<file path="src/rtl/sti_load_sched.sv">
// Round-robin load scheduler in front of the STI_DAC serializer: grants one of two
// requesters, strobes the word into the core, then supervises the serial transfer.
module sti_load_sched #(
    parameter int TIMEOUT = 64
) (
    input  logic        clk,
    input  logic        reset,
    input  logic        rq0_valid,
    input  logic        rq1_valid,
    output logic        rq0_ready,
    output logic        rq1_ready,
    input  logic [20:0] rq0_word,
    input  logic [20:0] rq1_word,
    input  logic        end_req,
    output logic        load,
    output logic [15:0] pi_data,
    output logic [1:0]  pi_length,
    output logic        pi_fill,
    output logic        pi_msb,
    output logic        pi_low,
    output logic        pi_end,
    input  logic        so_valid,
    input  logic        pixel_finish,
    output logic        grant_id,
    output logic        busy,
    output logic        len_err,
    output logic        timeout_err,
    output logic        done,
    output logic [15:0] words_sent
);
    localparam int WDW = $clog2(TIMEOUT + 1);

    typedef enum logic [2:0] {
        IDLE, ACCEPT, LOAD, WAIT_START, WAIT_DONE, END, FIN, DONE
    } state_t;

    state_t      state_q;
    logic        rq0_rdy_q, rq1_rdy_q, load_q, pi_end_q;
    logic [20:0] pi_word_q;
    logic        sel_q, grant_q, last_q;
    logic [5:0]  exp_q, bits_q;
    logic [WDW-1:0] wd_q;
    logic        len_err_q, to_err_q, done_q;
    logic [15:0] words_q;
    logic        pick1;

    // rq1 wins when it is the only one pending, or on contention when rq0 went last
    assign pick1 = rq1_valid & (~rq0_valid | ~last_q);

    always_ff @(posedge clk) begin
        if (reset) begin
            state_q   <= IDLE;
            rq0_rdy_q <= 1'b0;
            rq1_rdy_q <= 1'b0;
            load_q    <= 1'b0;
            pi_end_q  <= 1'b0;
            pi_word_q <= '0;
            sel_q     <= 1'b0;
            grant_q   <= 1'b0;
            last_q    <= 1'b1;
            exp_q     <= '0;
            bits_q    <= '0;
            wd_q      <= '0;
            len_err_q <= 1'b0;
            to_err_q  <= 1'b0;
            done_q    <= 1'b0;
            words_q   <= '0;
        end else begin
            rq0_rdy_q <= 1'b0;
            rq1_rdy_q <= 1'b0;
            load_q    <= 1'b0;
            pi_end_q  <= 1'b0;
            case (state_q)
                IDLE: begin
                    if (rq0_valid | rq1_valid) begin
                        sel_q     <= pick1;
                        rq0_rdy_q <= ~pick1;
                        rq1_rdy_q <= pick1;
                        state_q   <= ACCEPT;
                    end else if (end_req) begin
                        pi_end_q <= 1'b1;
                        state_q  <= END;
                    end
                end
                ACCEPT: begin
                    // ready is up this cycle; a dropped valid withdraws the request
                    if (sel_q ? rq1_valid : rq0_valid) begin
                        pi_word_q <= sel_q ? rq1_word : rq0_word;
                        grant_q   <= sel_q;
                        last_q    <= sel_q;
                        load_q    <= 1'b1;
                        state_q   <= LOAD;
                    end else begin
                        state_q <= IDLE;
                    end
                end
                LOAD: begin
                    exp_q   <= {3'({1'b0, pi_word_q[17:16]}) + 3'd1, 3'b000};
                    wd_q    <= '0;
                    state_q <= WAIT_START;
                end
                WAIT_START: begin
                    if (so_valid) begin
                        bits_q  <= 6'd1;
                        wd_q    <= '0;
                        state_q <= WAIT_DONE;
                    end else if (wd_q == WDW'(TIMEOUT - 1)) begin
                        to_err_q <= 1'b1;
                        state_q  <= IDLE;
                    end else begin
                        wd_q <= wd_q + 1'b1;
                    end
                end
                WAIT_DONE: begin
                    // every cycle here either counts a bit (re-arming the watchdog) or ends
                    if (so_valid) begin
                        bits_q <= (bits_q != 6'd63) ? bits_q + 6'd1 : bits_q;
                        wd_q   <= '0;
                    end else begin
                        len_err_q <= len_err_q | (bits_q != exp_q);
                        words_q   <= words_q + 16'd1;
                        state_q   <= IDLE;
                    end
                end
                END: state_q <= FIN;
                FIN: begin
                    if (pixel_finish) begin
                        done_q  <= 1'b1;
                        state_q <= DONE;
                    end
                end
                DONE:    state_q <= DONE;
                default: state_q <= IDLE;
            endcase
        end
    end

    assign rq0_ready   = rq0_rdy_q;
    assign rq1_ready   = rq1_rdy_q;
    assign load        = load_q;
    assign pi_end      = pi_end_q;
    assign pi_data     = pi_word_q[15:0];
    assign pi_length   = pi_word_q[17:16];
    assign pi_low      = pi_word_q[18];
    assign pi_msb      = pi_word_q[19];
    assign pi_fill     = pi_word_q[20];
    assign grant_id    = grant_q;
    assign busy        = (state_q != IDLE) && (state_q != DONE);
    assign len_err     = len_err_q;
    assign timeout_err = to_err_q;
    assign done        = done_q;
    assign words_sent  = words_q;
endmodule

</file>
<file path="config.mk">
export PLATFORM = sky130hd
export DESIGN_NAME = sti_load_sched
export DESIGN_NICKNAME = d
export VERILOG_FILES = /design/src/rtl/sti_load_sched.sv
export SDC_FILE = /design/constraint.sdc
export NUM_CORES = 1
export LEC_CHECK = 0
export BUFFER_PORTS_ARGS = -buffer_cell sky130_fd_sc_hd__buf_2
export CAP_MARGIN = 0
export CORE_AREA = 2 2 81 83
export DETAILED_ROUTE_END_ITERATION = 10
export DIE_AREA = 0 0 83 85
export GPL_TIMING_DRIVEN = 0
export PLACE_DENSITY_LB_ADDON = 0.3
export SYNTH_ARGS = -nofsm -noshare
export SYNTH_HDL_FRONTEND = slang
export SYNTH_SLANG_ARGS = --single-unit
</file>
<file path="constraint.sdc">
create_clock -name clk -period 2.7 [get_ports clk]
set_clock_uncertainty 0.05 [all_clocks]
set_input_delay 0.135 -clock clk [delete_from_list [all_inputs] [get_ports clk]]
set_output_delay 0.135 -clock clk [all_outputs]
set_load 0.005 [all_outputs]
</file>
==> impl_metrics.toml <==
[run_status]
status = "finished, final reports clean"

[pwr]
p_seq_share_pct = 45.0
p_per_area_nw_per_um2 = 628
pwr-share-clk_pct = 35.0
vdd_drop_max_mv = 0.363
p_leak_nw = 1.59
switching_share_pct = 28.3
total_power_mw = 2.41
pwr-share-comb_pct = 20.0
p_int_mw = 1.73
p_sw_uw = 681

[clock_tree]
clk_pin_slew_worst_paths_ns = 0.07
tritoncts = "yes"
clkSinkCount = 66
clkLatencyLatePin_ns = 0.34
cts_made_buffers = 9
root_buffer = "clkbuf_8"
cts_setup_buffers = 0
cts_max_path_buffers = 2
cts.repair.resized = 0
hold_buffers = 0
cts_htree_levels = 3

[setup_path]
cp-startpoint = "state_q[2]"
crit_type = "flip-flop to flip-flop"
worstSetupEndpointType = "flip-flop"
r2r_cells = 7
r2r_setup_slack_ns = 0.50
cp-start-kind = "flip-flop"
arrival_ns = 2.41
crit_path_end = "pi_word_q[13]"
timing.rr.end = "pi_word_q[13]"
worstPathRequired_ns = 2.91
worst_r2r_startpoint = "state_q[2]"
critPathMaxFanout = 10

[placed_design]
placed_area_sq_um = 3630
dp_hpwl_mm = 5.34
place.gp.congestion = 0.814
place.port_buffers = 94
placedCellCount = 521

[synthesis]
seq_area_frac_synth_pct = 43.1
synth_warnings = 0
synth_edf_count = 0
synthesis.area_sq_um = 3070
async_flop_share_pct = 0
avgSynthCellArea_sq_um = 8.76
synth_fp_nets = 404
synth_ff_type = "dfxtp_1"
synth_cells = 350
yosysUniqueCellTypes = 51
ys_seq_elements = 66

[floorplan]
rows = 29
die_w_microns = 83
core_region_area_sq_um = 6200
fp.dieH_microns = 85
pin_count = 95
initial_core_util_pct = 49.4
die-area_sq_um = 7060

[final_layout]
drive_gt1_share_pct = 25.9
antenna_cells = 0
design_area_sq_um = 3840
nets = 509
area_growth_pct = 25.1
instances_no_fill = 537

[global_routing]
track_usage_pct = 21.1
grt_pass1_wl_mm = 12.1
overflow = 0
grt_pass1_vias = 2773
antenna_found_initial = 0
grt_max_degree = 12

[detailed_routing]
routed_wl_mm = 7.20
first_pass_iters = 5
route.detailed.drc = 0
drt_iter0_markers = 178
via_per_inst = 5.39
num_vias = 2897
wl_per_cell_microns = 13.4
antenna_left = 0

[sta]
final-setup-viol-count = 0
max-slew-margin-rel_pct = 27.0
fin_tns_setup_ns = 0
final-hold-violation-count = 0
fmax_mhz = 454
timing.final.crit_share_pct = 81.5
slew_violations = 0
tightest_slew_ns = 1.08
grt_setup_unrepaired = "no"
fin_crit_ns = 2.20

[flow_run]
maxCapViolations = 0

[worst_hold_path]
worstHoldPathType = "input pin to flip-flop"
-- registers in the layout, summed over array words and instances (netlist names), 3 cells and up --
register,flops
pi_word_q,21
exp_q,3
state_q,3
words_sent,16
bits_q,6
wd_q,7
-- per-layer routing --
metal / global-route usage (%) / share of wire, % / routed length [microns] / vias up
met3: 6.61 / 6.4 / 461 / 12
met1: 25.4 / 45 / 3260 / 1325
met4: 8.20 / 1.7 / 123 / 0
met5: 0 / 0 / 0 / -
li1: - / - / - / 1474
met2: 35.3 / 47 / 3360 / 86
-- cells by family after synthesis --
family          Yosys count  synth area share [%]
fa+ha+maj                 5                  2.04
mux                      22                  7.22
simple gates            140                  23.9
compound gates           75                  16.1
xor+xnor                 13                  3.71
flops                    66                  43.1
buf+inv                  29                  3.88
-- area by class of cell --
type | count | area [sq um]
inverter | 7 | 26.3
tap | 77 | 96.3
buffer | 22 | 92.6
fill | 560 | 2370
multi-input combinational | 255 | 1630
sequential | 66 | 1320
timing repair buffer | 94 | 470
clock buffer | 11 | 151
clock inverter | 5 | 52.6
-- worst min path at each step --
| stage | from | endpoint | slack (ns) | cells past startpoint |
|---|---|---|---|---|
| after CTS | end_req | pi_end | 0.01 | 2 |
| after detailed placement | end_req | pi_end | 0.37 | 2 |
| after global routing | end_req | pi_end | 0.01 | 2 |
| after global placement | pixel_finish | done | 0.35 | 3 |
| after floorplan | rq1_valid | rq0_ready | 0.20 | 1 |
| final | end_req | pi_end | 0.03 | 2 |
-- power by group through the flow --
stage,logic [mW],registers (mW),clock network (mW)
3_3_place_gp,0.472,1.10,0
4_1_cts,0.484,1.09,0.862
6_report,0.481,1.08,0.843
5_1_grt,0.541,1.09,0.904
3_5_place_dp,0.482,1.11,0
2_1_floorplan,0.307,1.11,0
-- Yosys cell counts, types with 6 or more instances --
library cell	count	share of area, %
o21ai_0	15	2.4
xnor2_1	7	2.0
dfxtp_1	66	43
a31oi_1	7	1.4
clkbuf_1	17	2.1
nor3_1	6	0.98
nand3_1	23	3.8
or3_1	10	2.0
inv_1	7	0.86
nor2_1	41	5.0
xor2_1	6	1.7
a211oi_1	22	5.4
nand2_1	21	2.6
mux2i_1	21	6.9
a21oi_1	14	2.3
and3_1	7	1.4
-- stage by stage --
| step | setup slack [ns] | util [%] | hold slack [ns] |
|---|---|---|---|
| global placement | 0.557 | 58.5 | 0.352 |
| CTS | 0.476 | 61.8 | 0.0129 |
| finish | 0.499 | 61.8 | 0.0274 |
| global route | 0.237 | 61.8 | 0.0138 |
| detailed placement | 0.532 | 58.5 | 0.375 |
| floorplan | 0.674 | - | 0.198 |
-- placed cells by master (no fill, tap or decap), types with 2 or more instances in the layout --
master    synthesis  routed
a211oi_1         22      22
a21oi_1          14      14
a31oi_1           7       7
a32oi_1           2       2
and2_1            2       2
and3_1            7       7
and4_1            2       2
buf_1             2       2
buf_2             0      94
clkbuf_1         17      17
clkbuf_2          2       2
clkbuf_8          0      11
clkinv_2          0       3
dfxtp_1          66      66
ha_1              5       5
inv_1             7       7
mux2i_1          21      21
nand2_1          21      21
nand2b_1          5       5
nand3_1          23      23
nand4_1           5       5
nor2_1           41      41
nor2b_1           3       3
nor3_1            6       6
nor3b_1           2       2
nor4_1            2       2
nor4b_1           2       2
nor4b_2           2       2
o211ai_1          2       2
o21ai_0          15      15
o31a_1            2       2
or3_1            10      10
xnor2_1           7       7
xor2_1            6       6
-- worst max-delay path, cell delays in order (launching register included) --
cell	delay, ns
dfxtp_1	0.30
clkbuf_2	0.15
nor3b_1	0.49
and2_1	0.20
clkbuf_1	0.22
clkbuf_1	0.39
nor2_1	0.09
a211oi_1	0.21
No activity file was read; power rests on OpenSTA's default activity.
